[src/rtl/lcd_pkg.sv]
// Shared types and constants for the character LCD scheduler.
package lcd_pkg;

   // Scheduler FSM states
   typedef enum logic [1:0] {
      StIdle,
      StIssue,
      StActive,
      StRecover
   } lcd_state_e;

   localparam logic [7:0] SPACE_CHAR = 8'h20;

   localparam int unsigned DEFAULT_COLS     = 16;
   localparam int unsigned DEFAULT_LINE_LEN = 40;

endpackage

[src/rtl/lcd_char_fifo.sv]
// Synchronous character FIFO with synchronous clear and async active-low reset.
// Callers must not push when full; pops on empty are ignored.
module lcd_char_fifo #(
   parameter int unsigned DEPTH = 8,
   parameter int unsigned WIDTH = 8
) (
   input  logic             CLK,
   input  logic             RST_N,
   input  logic             clr,
   input  logic             push,
   input  logic [WIDTH-1:0] wdata,
   input  logic             pop,
   output logic [WIDTH-1:0] rdata,
   output logic             full,
   output logic             empty
);

   localparam int unsigned AW = $clog2(DEPTH);
   localparam logic [AW:0] FullCnt = (AW+1)'(DEPTH);

   logic [WIDTH-1:0] mem_q [DEPTH];
   logic [AW-1:0]    wr_ptr_q;
   logic [AW-1:0]    rd_ptr_q;
   logic [AW:0]      count_q;
   logic             do_push;
   logic             do_pop;

   assign full    = (count_q == FullCnt);
   assign empty   = (count_q == '0);
   assign do_push = push & ~full & ~clr;
   assign do_pop  = pop & ~empty & ~clr;
   assign rdata   = mem_q[rd_ptr_q];

   // Storage array; no reset needed since contents are qualified by count_q
   always_ff @(posedge CLK) begin
      if (do_push) begin
         mem_q[wr_ptr_q] <= wdata;
      end
   end

   // Pointers wrap naturally at DEPTH; occupancy tracks push/pop balance
   always_ff @(posedge CLK or negedge RST_N) begin
      if (!RST_N) begin
         wr_ptr_q <= '0;
         rd_ptr_q <= '0;
         count_q  <= '0;
      end else if (clr) begin
         wr_ptr_q <= '0;
         rd_ptr_q <= '0;
         count_q  <= '0;
      end else begin
         if (do_push) begin
            wr_ptr_q <= wr_ptr_q + AW'(1);
         end
         if (do_pop) begin
            rd_ptr_q <= rd_ptr_q + AW'(1);
         end
         if (do_push && !do_pop) begin
            count_q <= count_q + (AW+1)'(1);
         end else if (do_pop && !do_push) begin
            count_q <= count_q - (AW+1)'(1);
         end
      end
   end

endmodule

[src/rtl/lcd_char_scheduler.sv]
// Front end for the character LCD driver: round-robin arbitration of two requesters into
// a FIFO, one-at-a-time issue over the WRITE/WAITING/WRITING handshake, cursor tracking.
// Optional feature: define LCD_COL_WRAP_EN to pad each line with spaces from COLS up to
// LINE_LEN so the next character lands at the start of the other line.
module lcd_char_scheduler
   import lcd_pkg::*;
#(
   parameter int unsigned DEPTH    = 8,
   parameter int unsigned COLS     = DEFAULT_COLS,
   parameter int unsigned LINE_LEN = DEFAULT_LINE_LEN,
   parameter int unsigned TIMEOUT  = 16384
) (
   input  logic                        CLK,
   input  logic                        RST_N,
   input  logic                        FLUSH,
   input  logic                        A_VALID,
   input  logic [7:0]                  A_CHAR,
   output logic                        A_READY,
   input  logic                        B_VALID,
   input  logic [7:0]                  B_CHAR,
   output logic                        B_READY,
   input  logic                        LCD_EN_IN,
   input  logic                        LCD_WAITING,
   input  logic                        LCD_WRITING,
   output logic                        LCD_WRITE,
   output logic [7:0]                  LCD_CHAR,
   output logic [$clog2(LINE_LEN)-1:0] COL,
   output logic                        LINE,
   output logic                        BUSY,
   output logic                        ERR
);

   localparam int unsigned CW = $clog2(LINE_LEN);
   localparam int unsigned TW = $clog2(TIMEOUT + 1);
   localparam int unsigned PW = $clog2(LINE_LEN - COLS + 1);

   localparam logic [CW:0]   LineLenW = (CW+1)'(LINE_LEN);
   localparam logic [CW:0]   ColsW    = (CW+1)'(COLS);
   localparam logic [TW-1:0] TimeoutW = TW'(TIMEOUT);
   localparam logic [PW-1:0] PadInit  = PW'(LINE_LEN - COLS);

`ifdef LCD_COL_WRAP_EN
   localparam bit PadOnWrap = 1'b1;
`else
   localparam bit PadOnWrap = 1'b0;
`endif

   lcd_state_e     state_q, state_d;
   logic [7:0]     char_q, char_d;
   logic [TW-1:0]  tmo_q, tmo_d;
   logic           err_q, err_d;
   logic [CW-1:0]  col_q, col_d;
   logic           line_q, line_d;
   logic [PW-1:0]  pad_q, pad_d;
   logic           last_b_q;

   logic           fifo_full;
   logic           fifo_empty;
   logic           fifo_push;
   logic           fifo_pop;
   logic [7:0]     fifo_rdata;
   logic [7:0]     push_char;
   logic           arb_ok;
   logic           grant_a;
   logic           grant_b;
   logic           drv_ready;
   logic           pad_pending;
   logic           load_pad;
   logic           write_done;
   logic [CW:0]    col_inc;

   lcd_char_fifo #(
      .DEPTH (DEPTH),
      .WIDTH (8)
   ) u_fifo (
      .CLK   (CLK),
      .RST_N (RST_N),
      .clr   (FLUSH),
      .push  (fifo_push),
      .wdata (push_char),
      .pop   (fifo_pop),
      .rdata (fifo_rdata),
      .full  (fifo_full),
      .empty (fifo_empty)
   );

   // Round-robin grant: on a tie the side that did not win last time goes first.
   // Full is the pre-pop occupancy, so a same-cycle pop never frees a slot early.
   always_comb begin
      arb_ok    = ~fifo_full & ~FLUSH;
      grant_a   = arb_ok & A_VALID & (~B_VALID | last_b_q);
      grant_b   = arb_ok & B_VALID & (~A_VALID | ~last_b_q);
      fifo_push = grant_a | grant_b;
      push_char = grant_a ? A_CHAR : B_CHAR;
      A_READY   = grant_a;
      B_READY   = grant_b;
   end

   // Last-winner pointer; starts at B so A takes the first tie
   always_ff @(posedge CLK or negedge RST_N) begin
      if (!RST_N) begin
         last_b_q <= 1'b1;
      end else if (grant_a) begin
         last_b_q <= 1'b0;
      end else if (grant_b) begin
         last_b_q <= 1'b1;
      end
   end

   // WAITING and WRITING together means the driver is shutting down
   assign drv_ready   = LCD_WAITING & ~LCD_WRITING & LCD_EN_IN;
   assign pad_pending = (pad_q != '0);

   // Handshake FSM next-state, character load and timeout
   always_comb begin
      state_d    = state_q;
      char_d     = char_q;
      tmo_d      = tmo_q;
      err_d      = err_q;
      fifo_pop   = 1'b0;
      load_pad   = 1'b0;
      write_done = 1'b0;
      unique case (state_q)
         StIdle: begin
            // No new load during FLUSH so a flushed character is never issued
            if (drv_ready && !FLUSH && (pad_pending || !fifo_empty)) begin
               state_d = StIssue;
               tmo_d   = '0;
               if (pad_pending) begin
                  char_d   = SPACE_CHAR;
                  load_pad = 1'b1;
               end else begin
                  char_d   = fifo_rdata;
                  fifo_pop = 1'b1;
               end
            end
         end
         StIssue: begin
            if (LCD_WRITING) begin
               state_d = StActive;
            end else if (tmo_q + TW'(1) == TimeoutW) begin
               // Driver never accepted: drop the character without moving the cursor
               err_d   = 1'b1;
               state_d = StIdle;
            end else begin
               tmo_d = tmo_q + TW'(1);
            end
         end
         StActive: begin
            if (!LCD_WRITING) begin
               state_d    = StRecover;
               write_done = 1'b1;
            end
         end
         StRecover: begin
            if (LCD_WAITING) begin
               state_d = StIdle;
            end
         end
         default: state_d = StIdle;
      endcase
   end

   // Cursor advance on each completed write, plus end-of-visible-line padding
   always_comb begin
      col_d   = col_q;
      line_d  = line_q;
      pad_d   = pad_q;
      col_inc = {1'b0, col_q} + (CW+1)'(1);
      if (FLUSH) begin
         col_d  = '0;
         line_d = 1'b0;
         pad_d  = '0;
      end else begin
         if (load_pad) begin
            pad_d = pad_q - PW'(1);
         end
         if (write_done) begin
            if (col_inc == LineLenW) begin
               col_d  = '0;
               line_d = ~line_q;
            end else begin
               col_d = col_inc[CW-1:0];
            end
            if (PadOnWrap && (col_inc == ColsW)) begin
               pad_d = PadInit;
            end
         end
      end
   end

   // State, character, timeout, error and cursor registers
   always_ff @(posedge CLK or negedge RST_N) begin
      if (!RST_N) begin
         state_q <= StIdle;
         char_q  <= '0;
         tmo_q   <= '0;
         err_q   <= 1'b0;
         col_q   <= '0;
         line_q  <= 1'b0;
         pad_q   <= '0;
      end else begin
         state_q <= state_d;
         char_q  <= char_d;
         tmo_q   <= tmo_d;
         err_q   <= err_d;
         col_q   <= col_d;
         line_q  <= line_d;
         pad_q   <= pad_d;
      end
   end

   assign LCD_WRITE = (state_q == StIssue);
   assign LCD_CHAR  = char_q;
   assign COL       = col_q;
   assign LINE      = line_q;
   assign BUSY      = (state_q != StIdle) | ~fifo_empty;
   assign ERR       = err_q;

endmodule
[config.mk]
export PLATFORM = sky130hd
export DESIGN_NAME = lcd_char_scheduler
export DESIGN_NICKNAME = d
export VERILOG_FILES = /design/src/rtl/lcd_pkg.sv /design/src/rtl/lcd_char_fifo.sv /design/src/rtl/lcd_char_scheduler.sv
export SDC_FILE = /design/constraint.sdc
export NUM_CORES = 1
export LEC_CHECK = 0
export BUFFER_PORTS_ARGS = -buffer_cell sky130_fd_sc_hd__buf_2
export CORE_MARGIN = 3
export CORE_UTILIZATION = 50
export CTS_BUF_LIST = sky130_fd_sc_hd__clkbuf_4 sky130_fd_sc_hd__clkbuf_8
export DETAILED_ROUTE_END_ITERATION = 10
export PLACE_DENSITY = 0.69
export SLEW_MARGIN = 20
export SYNTH_ARGS = -nofsm -noshare
export SYNTH_HDL_FRONTEND = slang
export SYNTH_SLANG_ARGS = --single-unit
[constraint.sdc]
create_clock -name CLK -period 6.5 [get_ports CLK]
set_input_delay 0.325 -clock CLK [delete_from_list [all_inputs] [get_ports CLK]]
set_output_delay 0.325 -clock CLK [all_outputs]
set_load 0.01 [all_outputs]
Word-level counts from Yosys, hierarchy flattened. Memories as Yosys holds them, arrays and structs flattened. Index checks and enable logic that the tools add are counted.

Bits in writable memories: 64. Memories: 1. Register bits after elaboration: 49. Logic and storage cells: 119. Bits of input ports: 24. Output and inout port bits: 20.

Memory list: u_fifo.mem_q (words 8, bits a word 8, rd ports 1, clocked after memory_dff 0, write ports 1, line lcd_char_fifo.sv:21) `logic [WIDTH-1:0] mem_q [DEPTH];`.

Add/sub/neg operators: 7. Reductions and logical operators: 26. Bitwise operators: 23. Equal/unequal tests: 12. Mux-type cells: 39.

Operators by type and width (count): $mux 15 (3); $pmux 15 s2 (1); $mux 6 (3); $mux 8 (2); $reduce_bool 2->1 (8); $add 15x1->15 const B (1); $eq 15x15->1 const B (1); $mux 1 (15); $mux 3 (4); $mux 4 (3); $and 1x1->1 (11); $mux 2 (5); $mux 5 (2); $ne 2x2->1 const B (5); $not 1->1 (8); $pmux 2 s4 (1); $reduce_and 4->1 (2); $add 6x1->7 const B (1); $eq 7x6->1 const B (1); $add 3x1->3 const B (2); $reduce_bool 5->1 (1); $sub 5x1->5 const B (1); $add 4x1->4 const B (1); $eq 2x2->1 const B (2); 13 further kinds (23).

Longest topological paths before layout.
Depth in word-level cells: 13. Depth in mapped cells: 12. Depth with buffers taken out: 12.

Hierarchy. Synthesis repeated with hierarchy kept, for this count alone.

Cell total of the unflattened synthesis: 476. Area, all modules: 5604.1 um2.

Modules (own cells, without submodules): lcd_char_fifo (area each 3144.3 um2, seq. area each 2172.1 um2, instances 1, cells each 175); lcd_char_scheduler (area each 2459.9 um2, seq. area each 977.2 um2, instances 1, cells each 301).

Worst setup path after synthesis. OpenSTA, ideal clock, no wires.

Kind: reg2reg. Start point: reg pad_q[0]. End point: reg u_fifo.count_q[3]. Clock period less this slack: 2630 ps. Data required time: 6403 ps. Stages on the path, launching flop included: 13. Slack: 3870 ps. Path buffers: 0. Arrival: 2533 ps. Library setup time: 97 ps. Path through: dfrtp_1 inv_1 ha_1 nor4b_1 nand4_1 nand2_1 ha_1 a21o_1 a21oi_1 nand3_1 o211a_1 a211o_1 o31ai_1.

Cells in the longest elaborated chain, start to end: 11. Elaborated cells on any way between the ends: 14. Those cells by class: 5 x mux; 2 x bitwise; 7 x reduce/logical.

Ends and longest elaborated chain: start: declaration (line lcd_char_scheduler.sv:54) `logic [PW-1:0] pad_q, pad_d;`; start signal: assignment (line lcd_char_scheduler.sv:209) `pad_q <= pad_d;`; $reduce_bool 5->1 * (line lcd_char_scheduler.sv:112) `assign pad_pending = (pad_q != '0);`; $logic_or 1x1->1 (line lcd_char_scheduler.sv:126) `if (drv_ready && !FLUSH && (pad_pending || !fifo_empty)) begin`; $logic_and 1x1->1 (line lcd_char_scheduler.sv:126); $mux 1 * (line lcd_char_scheduler.sv:126); $mux 1 * (line lcd_char_scheduler.sv:123) `unique case (state_q)`; $and 1x1->1 * (2 in a row) (line lcd_char_fifo.sv:31) `assign do_pop = pop & ~empty & ~clr;`; $logic_not 1->1 (line lcd_char_fifo.sv:58) `if (do_push && !do_pop) begin`; $logic_and 1x1->1 (line lcd_char_fifo.sv:58); $mux 4 (line lcd_char_fifo.sv:58); $mux 4 (line lcd_char_fifo.sv:47) `end else if (clr) begin`; end signal: assignment (line lcd_char_fifo.sv:59) `count_q <= count_q + (AW+1)'(1);`; end signal: assignment (line lcd_char_fifo.sv:61) `count_q <= count_q - (AW+1)'(1);`; end: declaration (line lcd_char_fifo.sv:24) `logic [AW:0] count_q;`.

Mark *: on every way between the ends. The rest lies on a longest branch, timed or not. A chain may end at the register's enable or synchronous reset.

Worst setup path in the final report. Ends and elaborated chain as after synthesis.

==> key figures <==
Timing
  – RSZ-0062 raised after global routing: false
  – Period Utilization, post-route: 48.94%
  – Clock skew: 0.01269 ns
  – Period minus WS final: 3.181 ns
  – # setup viols final: 0
  – Final Max Slew Viols: 0
  – Setup TNS: 0 ns
  – Hold WS: 0.08978 ns
  – Max_slew headroom: 37.98%
  – Fmax: 314.3 MHz
  – Final Hold Fails: 0
  – Actual slew at the worst max-slew pin: 0.9303 ns

Synthesis
  – Synth Flop Type: edfxtp_1
  – Yosys warning count: 0
  – Sequential area share after synthesis: 58.67%
  – Flops & latches, synth: 113
  – Mapped Cells: 416
  – Post-synthesis net count: 450
  – Synth unique cells: 60
  – Post-synth EDFFs: 64
  – Async set or reset register ratio after synthesis: 43.36%
  – Syn Std Cell Area: 0.005368 mm²
  – Synth Area per Inst: 12.90 µm²

Floorplan
  – I/O pins: 44
  – CORE AREA: 0.01037 mm²
  – Die area: 0.01201 mm²
  – FP Rows: 37
  – Chip height: 109.6 µm
  – Chip Width: 109.6 µm
  – Initial cell density of the core: 51.76%

GRT
  – GR Overflow Total: 0
  – Vias in the first global route: 3395
  – Antenna violations before repair: 0
  – First-pass GRT wire length: 17330 µm
  – GRT Util Overall: 19.02%
  – Largest net degree at the start of global routing: 50

Critical path
  – Reg2reg start: pad_q[0]
  – Critical Path Sink Type: flop
  – Critical path class: flop to flop
  – R2R cell count: 12
  – Reg2Reg Setup Slack: 3.32 ns
  – Req. time, crit path: 6.82 ns
  – Max FO, Critical Path: 6
  – R2R Path End: u_fifo.count_q[3]
  – Startpoint types: flop
  – Arrival time worst endpoint: 3.51 ns

Clock tree
  – Hold Buf Count CTS: 0
  – Clock root buffer: clkbuf_8
  – Post-cts repair resize count: 0
  – H-tree Lvls: 4
  – Post-CTS setup buffers: 0
  – Clk slew on worst S/H paths: 0.07 ns
  – CTS tree: yes
  – Clock Path Buffers: 2
  – CTS Buf Count: 17
  – Worst-skew pair later-pin latency: 0.42 ns
  – # clock sinks: 113

Flow run
  – Max Cap Viol: 0

Min path
  – Worst hold path type: input port to flop
  – Hold Path Depth: 2
  – Worst hold start: A_VALID
  – WHS Endpoint: last_b_q

Drt
  – Drt wl/cell: 16.77 µm
  – DRT iter0 DRCs: 331
  – Via density: 5.737
  – DR vias: 3517
  – Detail Route Antenna Nets: 0
  – Wirelength, routed: 10280 µm
  – Router iterations before antenna repair: 5
  – Drt drc: 0

Power
  – Int Pwr: 0.001421 W
  – Clock network fraction of design power: 36.7%
  – PwrDens: 325.3 mW/mm²
  – Power share of the combinational group: 16.9%
  – Psw: 0.0005813 W
  – Reg power frac: 46.4%
  – Leakage: 2.376 nW
  – Sw Share: 29.03%
  – Peak VDD IR: 0.1765 mV

Cells and area
  – Post-route design area: 0.006156 mm²
  – Multi-input logic area: 0.002071 mm²
  – Final net count: 498
  – FF+latch area: 0.003149 mm²
  – Final non-filler cell total: 613
  – Layout cell share with drive strength beyond 1: 25.16%
  – Layout fillers: 837
  – Antenna fix cells: 0
  – Synth-to-Final Area Change: 14.69%

Placed design
  – Final RePlAce weighted congestion: 0.7976
  – Post-DP HPWL: 6853 µm
  – Placed Area: 0.005699 mm²
  – Dpl cells: 580
  – Port Buf Inserts: 43

Status
  – Status: finished, final reports clean
worst max-delay path, cell delays in order (launching register included):
cell and delay, ns:
dfrtp_1 0.40, inv_1 0.09, ha_1 0.15, nor4b_1 0.46
nand4_1 0.38, nand2_1 0.28, ha_1 0.27, a21o_1 0.18
a21oi_1 0.25, nand3_1 0.15, o211a_1 0.17, a211o_1 0.26
o31ai_1 0.06
per-stage QoR:
stage	total power, W	worst slack (ns)	utilization [%]
CTS	0.002015	3.340	59.24
global route	0.002108	3.084	59.36
floorplan	0.001166	3.870	-
detailed placement	0.001283	3.418	54.96
global placement	0.001268	3.653	54.96
finish	0.002002	3.319	59.36
Yosys cell counts (4+ instances only):
master     n  share of area [%]
a21o_1     4               0.56
o21ai_1    6               0.56
a21oi_1   10               0.93
xor2_1     5               0.82
nand3_1   19                1.8
mux2_2     9                1.9
a31oi_1    4               0.47
o22a_1    11                1.8
buf_2      5               0.47
mux4_2    16                6.7
ha_1       9                2.1
nor4b_1    4               0.65
xnor2_1    6               0.98
nand4_1    6               0.70
nor4_1     8               0.93
inv_1      9               0.63
nor3b_1    7               0.98
edfxtp_1  64                 36
nor3_1    10               0.93
dfrtp_1   48                 22
nand2_1   38                2.7
clkbuf_1  11               0.77
mux2i_1   11                2.1
o31ai_1    8                1.1
o21ai_0   13                1.2
nor2_1    24                1.7
placed cells by master (no fill, tap or decap), drive strengths merged, types with 6 or more instances in the layout:
cell,netlist,final
a21oi,10,10
dfrtp,48,48
clkinv,1,6
o31ai,8,8
o21ai,19,19
nor2,24,24
o22a,11,11
nor4,9,9
ha,9,9
buf,11,50
mux2,9,9
nand2,39,39
xnor2,6,6
nand4,6,6
inv,10,14
nand3,20,20
clkbuf,11,18
nor3b,7,7
mux4,16,16
mux2i,11,11
nor3,10,10
edfxtp,64,64
worst max-delay path by stage:
stage          startpoint           endpoint  slack (ns)  depth (start not counted)
4_1_cts          pad_q[0]  u_fifo.count_q[3]        3.34                         12
3_5_place_dp     pad_q[0]  u_fifo.count_q[3]        3.42                         12
5_1_grt          pad_q[0]  u_fifo.count_q[3]        3.08                         12
6_report         pad_q[0]  u_fifo.count_q[3]        3.32                         12
3_3_place_gp     pad_q[0]  u_fifo.count_q[3]        3.65                         12
2_1_floorplan    pad_q[0]  u_fifo.count_q[3]        3.87                         12
final cells by class:
type                            instances  area share, %
Inverter                               11         0.6707
Tap cell                              136          2.764
Timing Repair Buffer                   51          4.553
Sequential cell                       113          51.16
Clock inverter                         14          3.293
Multi-Input combinational cell        270          33.64
Clock buffer                           18          3.923
layer usage:
layer  share of wire (%)  vias to the layer above  wire length, µm  GRT usage, %
met5                   0                        -                0             0
met4                0.89                        0               91         6.144
met3                 4.2                        9              429         3.699
met2                  49                       77             5069         30.86
met1                  46                     1737             4689         25.98
li1                    -                     1694                -             -
registers in the layout, summed over array words and instances (netlist names), named ones only:
register and flops:
COL 6, ERR 1, LCD_CHAR 8, LINE 1, last_b_q 1, pad_q 5, state_q 1, tmo_q 15
u_fifo.count_q 4, u_fifo.mem_q 64, u_fifo.rd_ptr_q 3, u_fifo.wr_ptr_q 3
cell families after synthesis:
group,count (synthesis),share of synthesized area [%]
simple gates,144,14.43
flops,113,58.67
compound gates,69,9.138
mux,36,10.65
buf+inv,33,2.844
xor+xnor,11,1.795
fa+ha+maj,10,2.471
power groups by stage:
stage	Sequential, W	Combinational (W)	Clock [W]
after detailed placement	0.000944	0.000339	0
after global routing	0.000943	0.000384	0.000781
after floorplan	0.000921	0.000245	0
final	0.000930	0.000338	0.000734
after global placement	0.000940	0.000329	0
after CTS	0.000930	0.000341	0.000744
No activity file was read; power rests on OpenSTA's default activity.
